==> config.mk <==
export PLATFORM = sky130hd
export DESIGN_NAME = rv_fetch
export DESIGN_NICKNAME = d
export VERILOG_FILES = /design/src/rtl/rv_pkg.sv /design/src/rtl/rv_fetch_fifo.sv /design/src/rtl/rv_fetch.sv
export SDC_FILE = /design/constraint.sdc
export NUM_CORES = 1
export LEC_CHECK = 0
export CAP_MARGIN = 20
export CORE_ASPECT_RATIO = 0.7
export CORE_MARGIN = 2
export CORE_UTILIZATION = 46
export CTS_BUF_LIST = sky130_fd_sc_hd__clkbuf_4
export CTS_CLUSTER_SIZE = 12
export DETAILED_ROUTE_END_ITERATION = 16
export DONT_BUFFER_PORTS = 1
export SLEW_MARGIN = 20
export SYNTH_ARGS = -nofsm -noshare
export SYNTH_HDL_FRONTEND = slang
export SYNTH_SLANG_ARGS = --single-unit
==> constraint.sdc <==
create_clock -name clk_i -period 9.5 [get_ports clk_i]
set_input_delay 2.85 -clock clk_i [delete_from_list [all_inputs] [get_ports clk_i]]
set_output_delay 2.85 -clock clk_i [all_outputs]
set_load 0.02 [all_outputs]
==> src/rtl/rv_pkg.sv <==
`default_nettype none
// +------------------------------------------------------------------+
// | Module : rv_pkg                                                  |
// | Brief  : Shared RISC-V front-end types and constants.            |
// | Rev    : 1.0                                                     |
// +------------------------------------------------------------------+
package rv_pkg;

    typedef enum logic [1:0] {
        ST_BOOT  = 2'd0,
        ST_RUN   = 2'd1,
        ST_DRAIN = 2'd2
    } fetch_state_e;

    // addi x0, x0, 0
    localparam logic [31:0] RV_NOP = 32'h0000_0013;

endpackage
`default_nettype wire

==> src/rtl/rv_fetch_fifo.sv <==
`default_nettype none
// +------------------------------------------------------------------+
// | Module : rv_fetch_fifo                                           |
// | Brief  : Synchronous fetch buffer with flush; read data is the   |
// |          registered head entry.                                  |
// | Rev    : 1.0                                                     |
// +------------------------------------------------------------------+
module rv_fetch_fifo #(
    parameter int               DEPTH      = 2,
    parameter int               WIDTH      = 64,
    parameter logic [WIDTH-1:0] RESET_DATA = '0
) (
    input  logic                       clk_i,
    input  logic                       rst_ni,
    input  logic                       push_i,
    input  logic [WIDTH-1:0]           data_i,
    input  logic                       pop_i,
    input  logic                       flush_i,
    output logic [WIDTH-1:0]           data_o,
    output logic                       full_o,
    output logic                       empty_o,
    output logic [$clog2(DEPTH+1)-1:0] count_o
);
    localparam int CW = $clog2(DEPTH + 1);
    localparam int AW = (DEPTH > 1) ? $clog2(DEPTH) : 1;

    logic [WIDTH-1:0] mem_q [DEPTH];
    logic [AW-1:0]    wr_ptr_q;
    logic [AW-1:0]    rd_ptr_q;
    logic [CW-1:0]    count_q;
    logic             do_push;
    logic             do_pop;

    assign full_o  = (count_q == CW'(DEPTH));
    assign empty_o = (count_q == '0);
    assign count_o = count_q;
    assign data_o  = mem_q[rd_ptr_q];

    // Push into a full buffer is only legal alongside a pop.
    assign do_push = push_i && !flush_i && (!full_o || pop_i);
    assign do_pop  = pop_i && !empty_o && !flush_i;

    always_ff @(posedge clk_i) begin
        if (!rst_ni) begin
            for (int i = 0; i < DEPTH; i++) begin
                mem_q[i] <= RESET_DATA;
            end
            wr_ptr_q <= '0;
            rd_ptr_q <= '0;
            count_q  <= '0;
        end else begin
            if (do_push) begin
                mem_q[wr_ptr_q] <= data_i;
            end
            if (flush_i) begin
                wr_ptr_q <= '0;
                rd_ptr_q <= '0;
                count_q  <= '0;
            end else begin
                if (do_push) begin
                    wr_ptr_q <= wr_ptr_q + AW'(1);
                end
                if (do_pop) begin
                    rd_ptr_q <= rd_ptr_q + AW'(1);
                end
                count_q <= count_q + CW'(do_push) - CW'(do_pop);
            end
        end
    end

endmodule
`default_nettype wire

==> src/rtl/rv_fetch.sv <==
`default_nettype none
// +------------------------------------------------------------------+
// | Module : rv_fetch                                                |
// | Brief  : PC generation, credit-limited imem requests, redirect   |
// |          squash and decoder-facing fetch buffer.                 |
// | Rev    : 1.0                                                     |
// +------------------------------------------------------------------+
module rv_fetch
    import rv_pkg::*;
#(
    parameter logic [31:0] RESET_PC   = 32'h0000_0000,
    parameter int          FIFO_DEPTH = 2
) (
    input  logic        clk_i,
    input  logic        rst_ni,
    output logic        imem_req_o,
    output logic [31:0] imem_addr_o,
    input  logic        imem_gnt_i,
    input  logic        imem_rvalid_i,
    input  logic [31:0] imem_rdata_i,
    input  logic        redirect_i,
    input  logic [31:0] redirect_pc_i,
    output logic        instr_valid_o,
    input  logic        instr_ready_i,
    output logic [31:0] instr_o,
    output logic [31:0] instr_pc_o
);
    localparam int CW = $clog2(FIFO_DEPTH + 1);

    fetch_state_e  state_q, state_d;
    logic [31:0]   pc_q, pc_d;
    logic [31:0]   rsp_pc_q, rsp_pc_d;
    logic [CW-1:0] outstanding_q, outstanding_d;
    logic [CW-1:0] discard_q, discard_d;
    logic [CW-1:0] fifo_count;
    logic [CW:0]   credit_used;
    logic          gnt_fire;
    logic          rsp_fire;
    logic          fifo_push;
    logic          fifo_pop;
    logic          fifo_empty;
    logic          fifo_full;
    logic [63:0]   fifo_rdata;

    assign credit_used = {1'b0, outstanding_q} + {1'b0, fifo_count};
    assign imem_req_o  = (state_q == ST_RUN) && (credit_used < (CW+1)'(FIFO_DEPTH));
    assign imem_addr_o = pc_q;
    assign gnt_fire    = imem_req_o && imem_gnt_i;
    // A response with nothing outstanding is a protocol violation and is ignored.
    assign rsp_fire    = imem_rvalid_i && (outstanding_q != '0);

    always_comb begin
        state_d       = state_q;
        pc_d          = pc_q;
        rsp_pc_d      = rsp_pc_q;
        discard_d     = discard_q;
        fifo_push     = 1'b0;
        outstanding_d = outstanding_q + CW'(gnt_fire) - CW'(rsp_fire);

        if (gnt_fire) begin
            pc_d = pc_q + 32'd4;
        end

        unique case (state_q)
            ST_BOOT: state_d = ST_RUN;
            ST_RUN: begin
                if (rsp_fire && discard_q == '0) begin
                    fifo_push = 1'b1;
                    rsp_pc_d  = rsp_pc_q + 32'd4;
                end
            end
            ST_DRAIN: begin
                if (rsp_fire && discard_q != '0) begin
                    discard_d = discard_q - CW'(1);
                end
                if (discard_d == '0) begin
                    state_d = ST_RUN;
                end
            end
            default: state_d = ST_BOOT;
        endcase

        // Everything still in flight, including a same-cycle grant, belongs to the old path.
        if (redirect_i) begin
            pc_d      = {redirect_pc_i[31:2], 2'b00};
            rsp_pc_d  = {redirect_pc_i[31:2], 2'b00};
            discard_d = outstanding_d;
            fifo_push = 1'b0;
            state_d   = (outstanding_d == '0) ? ST_RUN : ST_DRAIN;
        end
    end

    always_ff @(posedge clk_i) begin
        if (!rst_ni) begin
            state_q       <= ST_BOOT;
            pc_q          <= RESET_PC;
            rsp_pc_q      <= RESET_PC;
            outstanding_q <= '0;
            discard_q     <= '0;
        end else begin
            state_q       <= state_d;
            pc_q          <= pc_d;
            rsp_pc_q      <= rsp_pc_d;
            outstanding_q <= outstanding_d;
            discard_q     <= discard_d;
        end
    end

    assign fifo_pop = instr_valid_o && instr_ready_i;

    rv_fetch_fifo #(
        .DEPTH      (FIFO_DEPTH),
        .WIDTH      (64),
        .RESET_DATA ({RESET_PC, RV_NOP})
    ) u_fifo (
        .clk_i   (clk_i),
        .rst_ni  (rst_ni),
        .push_i  (fifo_push),
        .data_i  ({rsp_pc_q, imem_rdata_i}),
        .pop_i   (fifo_pop),
        .flush_i (redirect_i),
        .data_o  (fifo_rdata),
        .full_o  (fifo_full),
        .empty_o (fifo_empty),
        .count_o (fifo_count)
    );

    assign instr_valid_o = !fifo_empty;
    assign instr_pc_o    = fifo_rdata[63:32];
    assign instr_o       = fifo_rdata[31:0];

    a_rvalid_needs_outstanding: assert property (
        @(posedge clk_i) disable iff (!rst_ni) imem_rvalid_i |-> (outstanding_q != '0)
    );

    a_fifo_no_overflow: assert property (
        @(posedge clk_i) disable iff (!rst_ni) fifo_push |-> (!fifo_full || fifo_pop)
    );

endmodule
`default_nettype wire

# After elaboration in Yosys (flattened, before gate mapping)
# Memory sizes are Yosys's and may differ from the RTL's. A register that Yosys moved wholly into a read port is not among the register bits.
# Cells that the tools add are included.
dict set report word_totals {
  ff_bits 74
  latchBits 0
  mem_bits_rw 128
  mem_bits_ro 0
  wordCells 83
  memories 1
}
# memory words width rd rd_ports_with_merged_regs write_ports line
set memory_table {}
lappend memory_table {u_fifo.mem_q 2 64 1 1 2 rv_fetch_fifo.sv:27} ;# logic [WIDTH-1:0] mem_q [DEPTH];
dict set report classes {
  n_addsub 10
  mul 0
  n_div 0
  n_lt_le_gt_ge 1
  n_eq_ne 5
  shifts 0
  muxes 25
  n_bitwise 1
  n_reduce_logical 30
}
# operator count
set ops {}
lappend ops {{$mux 32} 5}
lappend ops {{$add 32x3->32 const B} 2}
lappend ops {{$mux 64} 1}
lappend ops {{$reduce_or 64->1} 1}
lappend ops {{$mux 2} 7}
lappend ops {{$reduce_bool 2->1} 6}
lappend ops {{$mux 1} 11}
lappend ops {{$logic_and 1x1->1} 10}
lappend ops {{$logic_not 2->1} 5}
lappend ops {{$pmux 2 s3} 1}
lappend ops {{$reduce_and 2->1} 3}
lappend ops {{$add 2x1->2} 2}
lappend ops {{$eq 2x2->1 const B} 2}
lappend ops {{$sub 2x1->2} 2}
lappend ops {{$add 2x2->3} 1}
lappend ops {{$logic_not 1->1} 3}
lappend ops {{$lt 3x2->1 const B} 1}
lappend ops {{$ne 3x3->1 const B} 1}
lappend ops {{$add 1x1->1 const B} 2}
lappend ops {{$eq 2x1->1 const B} 1}
lappend ops {{$ne 2x2->1 const B} 1}
lappend ops {{$reduce_or 2->1} 1}
lappend ops {{$sub 2x1->2 const B} 1}
lappend ops {{$logic_or 1x1->1} 1}
lappend ops {{$not 1->1} 1}

# Logic depth before layout (Yosys ltp)
# Gate-level depths: netlist (run 1).
dict set report depth {
  depth_word 13
  ltp_mapped 13
}

# Modules after synthesis
# A second synthesis (run 1) with hierarchy kept.
dict set report unflattened {
  cells_unflattened 836
  hier_area_um2 9634.2
}
# module n_inst cells_each area_each_um2
set modules_own_cells {}
lappend modules_own_cells {rv_fetch_fifo 1 371 5808.1}
lappend modules_own_cells {rv_fetch 1 465 3826.2}

# Worst setup path before layout (run 1)
# OpenSTA, ideal clock, no wires.
dict set report synth_path {
  path_kind {input to register}
  startpoint {input imem_rvalid_i}
  endpoint {memory u_fifo.mem_q[0][0], enable pin}
  setup_time_ps 568
  arrival_time_ps 8027
  setup_slack_ps 906
  cell_stages 4
  path_cell_list {o21ai_1 nor4_1 inv_1 o21ai_0}
}
# item line
set synth_rtl {}
lappend synth_rtl {{from (decl)} rv_fetch.sv:19} ;# input logic imem_rvalid_i,
lappend synth_rtl {{to (decl)} rv_fetch_fifo.sv:27}

# Final worst setup path (run 1)
dict set report layout_path {
  startpoint {register outstanding_q[0]}
  endpoint {output imem_req_o}
}
dict set report layout_via {
  elab_chain_cells 3
}
# item line
set layout_lines {}
lappend layout_lines {{from (decl)} rv_fetch.sv:33} ;# logic [CW-1:0] outstanding_q, outstanding_d;
lappend layout_lines {{from (signal assigned)} rv_fetch.sv:104} ;# outstanding_q <= outstanding_d;
lappend layout_lines {{$add 2x2->3} rv_fetch.sv:45} ;# assign credit_used = {1'b0, outstanding_q} + {1'b0, fifo_count};
lappend layout_lines {{$lt 3x2->1} rv_fetch.sv:46} ;# assign imem_req_o = (state_q == ST_RUN) && (credit_used < (CW+1)'(FIFO_DEPTH));
lappend layout_lines {{$logic_and 1x1->1} rv_fetch.sv:46}
lappend layout_lines {{to (decl)} rv_fetch.sv:16} ;# output logic imem_req_o,
# No other way between the ends.

==> impl_metrics.tcl, run 1 <==
set metrics [dict create \
    outcome "finished clean" \
    dr.pass1.iters 5 \
    p_sw_frac 0.2986 \
    synthTopCellsByCount "and2_1 (125), edfxtp_1 (124), dfxtp_1 (71)" \
    post_cts_resized 0 \
    tightest_slew_ns 1.009 \
    cts_hold_buf 0 \
    fin_skew_ns 0.02750 \
    syn_avg_cell_area_um2 11.15 \
    row_count 43 \
    slowest_stage "or4b_1" \
    ys_warn_count 0 \
    finalNonFillerCells 1105 \
    rsz0062_at_grt "false" \
    synth_top_family_by_area "simple AND/OR/NAND/NOR gates" \
    place_inst 1072 \
    netlist_area_mm2 0.009453 \
    path_cells "and2_1, fa_1, or4b_1, clkinv_1" \
    synth-simple-area-share 0.2156 \
    setup_viol 0 \
    vias 6668 \
    maxSlewViolCount 0 \
    fin_ws_ns 4.029 \
    power_frac_seq 0.598 \
    die_w_um 175.3 \
    numPortBuffers 0 \
    dp_hpwl_mm 15.89 \
    clockRootBuffer "clkbuf_4" \
    fin_tns_setup_ns 0 \
    p_total_w 0.001702 \
    grt_pass1_wl_mm 35.74 \
    synth_top_area_cell "edfxtp_1" \
    ir_worst_vdd_mv 0.08392 \
    crit_buf_inv 1 \
    synth_compound_area_frac 0.09676 \
    cts_tree "yes" \
    cp_max_fo 10 \
    syn2layout_area_growth_pct 5.056 \
    gp_congestion 0.8772 \
    ios 168 \
    path_clk_slew_ns 0.17 \
    grt_use_total 0.2138 \
    drt_iter0_drc 595 \
    start_util 0.4736 \
    synth_adder_area_share 0.01138 \
    fin_util 0.4975 \
    crit_family "simple AND/OR/NAND/NOR gates" \
    hold_path.class "reg -> reg" \
    worst_r2r_endpoint "state_q[1]" \
    synth_cell_types 55 \
    synth_area_leaders "edfxtp_1 (39%), dfxtp_1 (15%), and2_1 (8.3%)" \
    finalCriticalPeriod_ns 5.471 \
    fp.dieH_um 123.9 \
    clock_latency_ns 0.58 \
    avgRoutedWirePerCell_um 21.20 \
    h-tree-depth 4 \
    antenna_found_initial 1 \
    synth.area.mux_share 0.07704 \
    syn_inst 848 \
    yosysMostFrequentCell "and2_1" \
    clockBufferDepth 2 \
    critPathMaxStageDelay_ns 0.72 \
    fin_crit_sh 0.5759 \
    clkPwrFrac 0.267 \
    ys_async_sr_fraction 0 \
    drcViolationCount 0 \
    fmax_mhz 182.8 \
    grt-ovfl-total 0 \
    numCtsBuffers 17 \
    hp-start "u_fifo.rd_ptr_q" \
    drtAntennaViolNets 0 \
    place_worst_setup_slack_ns 4.169 \
    wl_mm 23.43 \
    worst_setup_path_start_kind "flop" \
    maxCapViolations 0 \
    pwr_density_cell_mw_per_mm2 171.4 \
    synth_edf_count 124 \
    r2r_slack_ns 5.76 \
    cts_num_sinks 195 \
    synth_xor_area_frac 0.02316 \
    synth-seq-cells 195 \
    synth-seq-area-share 0.5443 \
    comb_power_share 0.135 \
    viasPerCell 6.034 \
    whs_path_depth 2 \
    hold_viol 0 \
    cp.arrival_ns 2.62 \
    worstSetupPathType "reg -> out" \
    post_cts.repair.setup_buffers 0 \
    intPower_w 0.001194 \
    r2r_start "outstanding_q[0]" \
    switchingPower_w 0.0005082 \
    r2r_cells 12 \
    drive_gt1_frac 0.1331 \
    dieArea_mm2 0.02173 \
    grt_pass1_vias 6379 \
    grt_max_degree 63 \
    fin_nets 899 \
    ys.flop_type "edfxtp_1" \
    core_mm2 0.01996 \
    leakagePower_nw 3.408 \
    endpoint_kind "output pin" \
    crit_required_ns 6.65 \
    synth_top_area_frac 0.3939 \
    max-slew-margin-rel 0.3213 \
]
logic make-up (layout without fill, tap and decap cells):
kind of cell | after synthesis | count (layout)
AOI/OAI and AO/OA | 144 | 144
other | 1 | 5
muxes | 65 | 65
buffers and inverters | 73 | 56
xor gates and xnor gates | 25 | 25
DFF | 195 | 195
and+or+nand+nor | 337 | 337
adders and majority gates | 8 | 8
registers in the layout, summed over array words and instances, names as in the netlist, named ones only:
name / flops
u_fifo.mem_q: 124
imem_addr_o: 30
rsp_pc_q: 30
discard_q: 2
outstanding_q: 2
state_q: 2
u_fifo.count_o: 2
u_fifo.rd_ptr_q: 1
u_fifo.wr_ptr_q: 1
how the worst max path moves through the flow:
stage / start / to / depth (start not counted)
3_5_place_dp: imem_rvalid_i / u_fifo.mem_q[1][0] / 6
4_1_cts: outstanding_q[0] / imem_req_o / 4
6_report: outstanding_q[0] / imem_req_o / 4
5_1_grt: outstanding_q[0] / imem_req_o / 4
2_1_floorplan: imem_rvalid_i / u_fifo.mem_q[0][0] / 4
3_3_place_gp: imem_rvalid_i / u_fifo.mem_q[1][45] / 5
cell type report:
class | count | area (um^2)
Antenna cell | 1 | 2.502
Clock buffer | 20 | 150.1
Inverter | 17 | 63.81
Clock inverter | 12 | 131.4
Tap cell | 270 | 337.8
Multi-Input combinational cell | 583 | 4046
Sequential cell | 195 | 5146
Timing Repair Buffer | 7 | 52.55
Fill cell | 1802 | 10030
through the flow:
| step | cell area (um^2) | hold WS, ns |
|---|---|---|
| final | 9931 | 0.5301 |
| after detailed placement | 9647 | 0.5063 |
| after floorplan | 9464 | 0.4725 |
| after global placement | 9647 | 0.4886 |
| after CTS | 9928 | 0.5366 |
| after global routing | 9931 | 0.5693 |
power by group through the flow:
stage | logic, W | registers (W) | clock network [W]
detailed placement | 0.000228 | 0.00103 | 0
CTS | 0.000228 | 0.00102 | 0.000468
global route | 0.000251 | 0.00102 | 0.000496
floorplan | 0.000187 | 0.00102 | 0
global placement | 0.000221 | 0.00103 | 0
finish | 0.000230 | 0.00102 | 0.000455
metal layers:
layer | GRT usage | up-vias | wire (um)
met5 | 0 | - | 0
met2 | 0.3408 | 232 | 10920
met4 | 0.04583 | 0 | 184
met3 | 0.06288 | 15 | 1744
li1 | - | 3119 | -
met1 | 0.2911 | 3302 | 10580
tightest hold or removal path: stages, from the launching register on:
cell and delay [ns]:
dfxtp_1 0.35, xor2_1 0.08, nor2_1 0.08
cell usage in the layout (no fill, tap or decap), types with 5 or more instances in the layout:
| cell type | instances |
|---|---|
| xnor2_1 | 15 |
| nand3_1 | 25 |
| or4_1 | 19 |
| mux2_2 | 62 |
| buf_4 | 7 |
| nor4b_1 | 5 |
| nor2b_1 | 5 |
| dfxtp_1 | 70 |
| edfxtp_1 | 124 |
| nand2_1 | 19 |
| o31ai_1 | 13 |
| o211ai_1 | 6 |
| nor4_1 | 19 |
| nand2b_1 | 8 |
| nor3_1 | 14 |
| nand4_1 | 31 |
| nor3b_1 | 5 |
| a21oi_1 | 25 |
| inv_1 | 15 |
| a31oi_1 | 16 |
| and3_1 | 13 |
| clkbuf_4 | 20 |
| and4_1 | 6 |
| o211a_1 | 6 |
| nor2_1 | 24 |
| o21ai_0 | 48 |
| ha_1 | 7 |
| and2_1 | 125 |
| a211oi_1 | 6 |
| xor2_1 | 10 |
| a311oi_1 | 6 |
(Power assumes the default switching activity.)
==> inputs of run 2 (changes only) <==
clock period = 5.2 ns   (was 9.5 ns; I/O delays follow)
==> run 2 against run 1 <==
Against the previous run: hold slack lost 0.0086 ns; non-clock buffer count grew 2; core utilization grew 0.14 points; critical path type unchanged; routed wire length shrank 1.3%; highest routed layer unchanged; sequential share of layout area shrank 0.14 points; clock power grew 78%.
==> impl_metrics.tcl, run 2 (synthesized netlist as in run 1, its figures left out) <==
set metrics [dict create \
    worstSetupPathType "reg -> out" \
    r2r_slack_ns 1.50 \
    path_cells "and2_1, fa_1, or4b_1, clkinv_1" \
    wl_mm 23.13 \
    place_worst_setup_slack_ns 1.208 \
    clockRootBuffer "clkbuf_4" \
    r2r_start "outstanding_q[0]" \
    drcViolationCount 0 \
    path_clk_slew_ns 0.14 \
    clockBufferDepth 2 \
    tightest_slew_ns 0.8706 \
    grt_use_total 0.2106 \
    maxSlewViolCount 0 \
    grt_pass1_vias 6366 \
    drtAntennaViolNets 0 \
    ios 168 \
    worst_setup_path_start_kind "flop" \
    antenna_found_initial 0 \
    finalCriticalPeriod_ns 4.102 \
    numCtsBuffers 17 \
    layout_common_cells "and2_1 (125), edfxtp_1 (124), dfxtp_1 (70), mux2_2 (62), o21ai_0 (48)" \
    hold_viol 0 \
    hp-start "u_fifo.rd_ptr_q" \
    dr.pass1.iters 6 \
    syn2layout_area_growth_pct 5.347 \
    fin_nets 901 \
    core_mm2 0.01996 \
    pwr_density_cell_mw_per_mm2 309.9 \
    regMostFlops "u_fifo.mem_q" \
    drive_gt1_frac 0.1352 \
    vias 6695 \
    fin_ws_ns 1.098 \
    crit_path_start "outstanding_q[0]" \
    endpoint_kind "output pin" \
    cp_max_fo 10 \
    leakagePower_nw 3.405 \
    viasPerCell 6.053 \
    grt-ovfl-total 0 \
    grt_max_degree 63 \
    slowest_stage "or4b_1" \
    numPortBuffers 0 \
    die_w_um 175.3 \
    start_util 0.4736 \
    ir_worst_vdd_mv 0.1288 \
    dieArea_mm2 0.02173 \
    cp.arrival_ns 2.54 \
    crit_path_end "imem_req_o" \
    fin_tns_setup_ns 0 \
    post_cts.repair.setup_buffers 0 \
    maxCapViolations 0 \
    max-slew-margin-rel 0.4142 \
    fmax_mhz 243.8 \
    h-tree-depth 4 \
    largest_register_ff_count 124 \
    row_count 43 \
    cts_hold_buf 0 \
    final_common_cell "and2_1" \
    gp_congestion 0.8436 \
    hold_path.class "reg -> reg" \
    antennaDiodeCount 0 \
    fin_crit_sh 0.7889 \
    post_cts_resized 0 \
    crit_required_ns 3.64 \
    fin_skew_ns 0.03267 \
    drt_iter0_drc 762 \
    cts_num_sinks 195 \
    grt_pass1_wl_mm 35.56 \
    worst_r2r_endpoint "state_q[1]" \
    r2r_cells 12 \
    dp_hpwl_mm 15.77 \
    clock_latency_ns 0.58 \
    critPathMaxStageDelay_ns 0.72 \
    setup_viol 0 \
    avgRoutedWirePerCell_um 20.92 \
    cts_tree "yes" \
    fp.dieH_um 123.9 \
    outcome "finished clean" \
    rsz0062_at_grt "false" \
]
## run 2: changes by cell type in the layout (fill, tap and decap cells not counted), moves of 2 or more
cell | previous run | this run
clkinv_2 | 2 | 0
clkinv_4 | 1 | 3
clkinvlp_4 | 1 | 3
inv_4 | 2 | 0
## run 2: layout make-up
cell class | count | area [um^2]
Fill cell | 1766 | 10000
Sequential cell | 195 | 5146
Multi-Input combinational cell | 583 | 4053
Tap cell | 270 | 337.8
Clock buffer | 20 | 150.1
Clock inverter | 12 | 127.6
Timing Repair Buffer | 9 | 80.08
Inverter | 17 | 63.81
## run 2: power breakdown
part           switching [W]  internal, W
logic               0.000288     0.000132
clock network       0.000544     0.000264
registers           0.000113      0.00174
## run 2: worst max-delay path, delay by kind of cell, from the launching register on
kind	cells	cell delay (ns)
buf+inv	1	0.31
flops	1	0.41
fa+ha+maj	1	0.40
simple gates	2	0.88
## run 2: how the worst min path moves through the flow
stage          endpoint  cells past startpoint
2_1_floorplan      flop                      2
3_3_place_gp       flop                      2
3_5_place_dp       flop                      2
4_1_cts            flop                      2
5_1_grt            flop                      2
6_report           flop                      2
## run 2: through the flow
step	utilization	std cells	power [W]	hold slack (ns)	area (um^2)
after detailed placement	0.4847	1074	0.002306	0.4894	9674
after global placement	0.4847	1074	0.002287	0.4869	9674
final	0.4989	1106	0.003086	0.5216	9958
after floorplan	-	851	0.002202	0.4725	9468
after CTS	0.4986	1106	0.003103	0.5250	9952
after global routing	0.4989	1106	0.003209	0.5614	9958
## run 2: routing by layer
metal	GRT usage	up-vias	share of wire
li1	-	3110	-
met1	0.2927	3309	0.45
met2	0.3216	246	0.45
met3	0.06410	30	0.082
met4	0.05625	0	0.015
met5	0	-	0
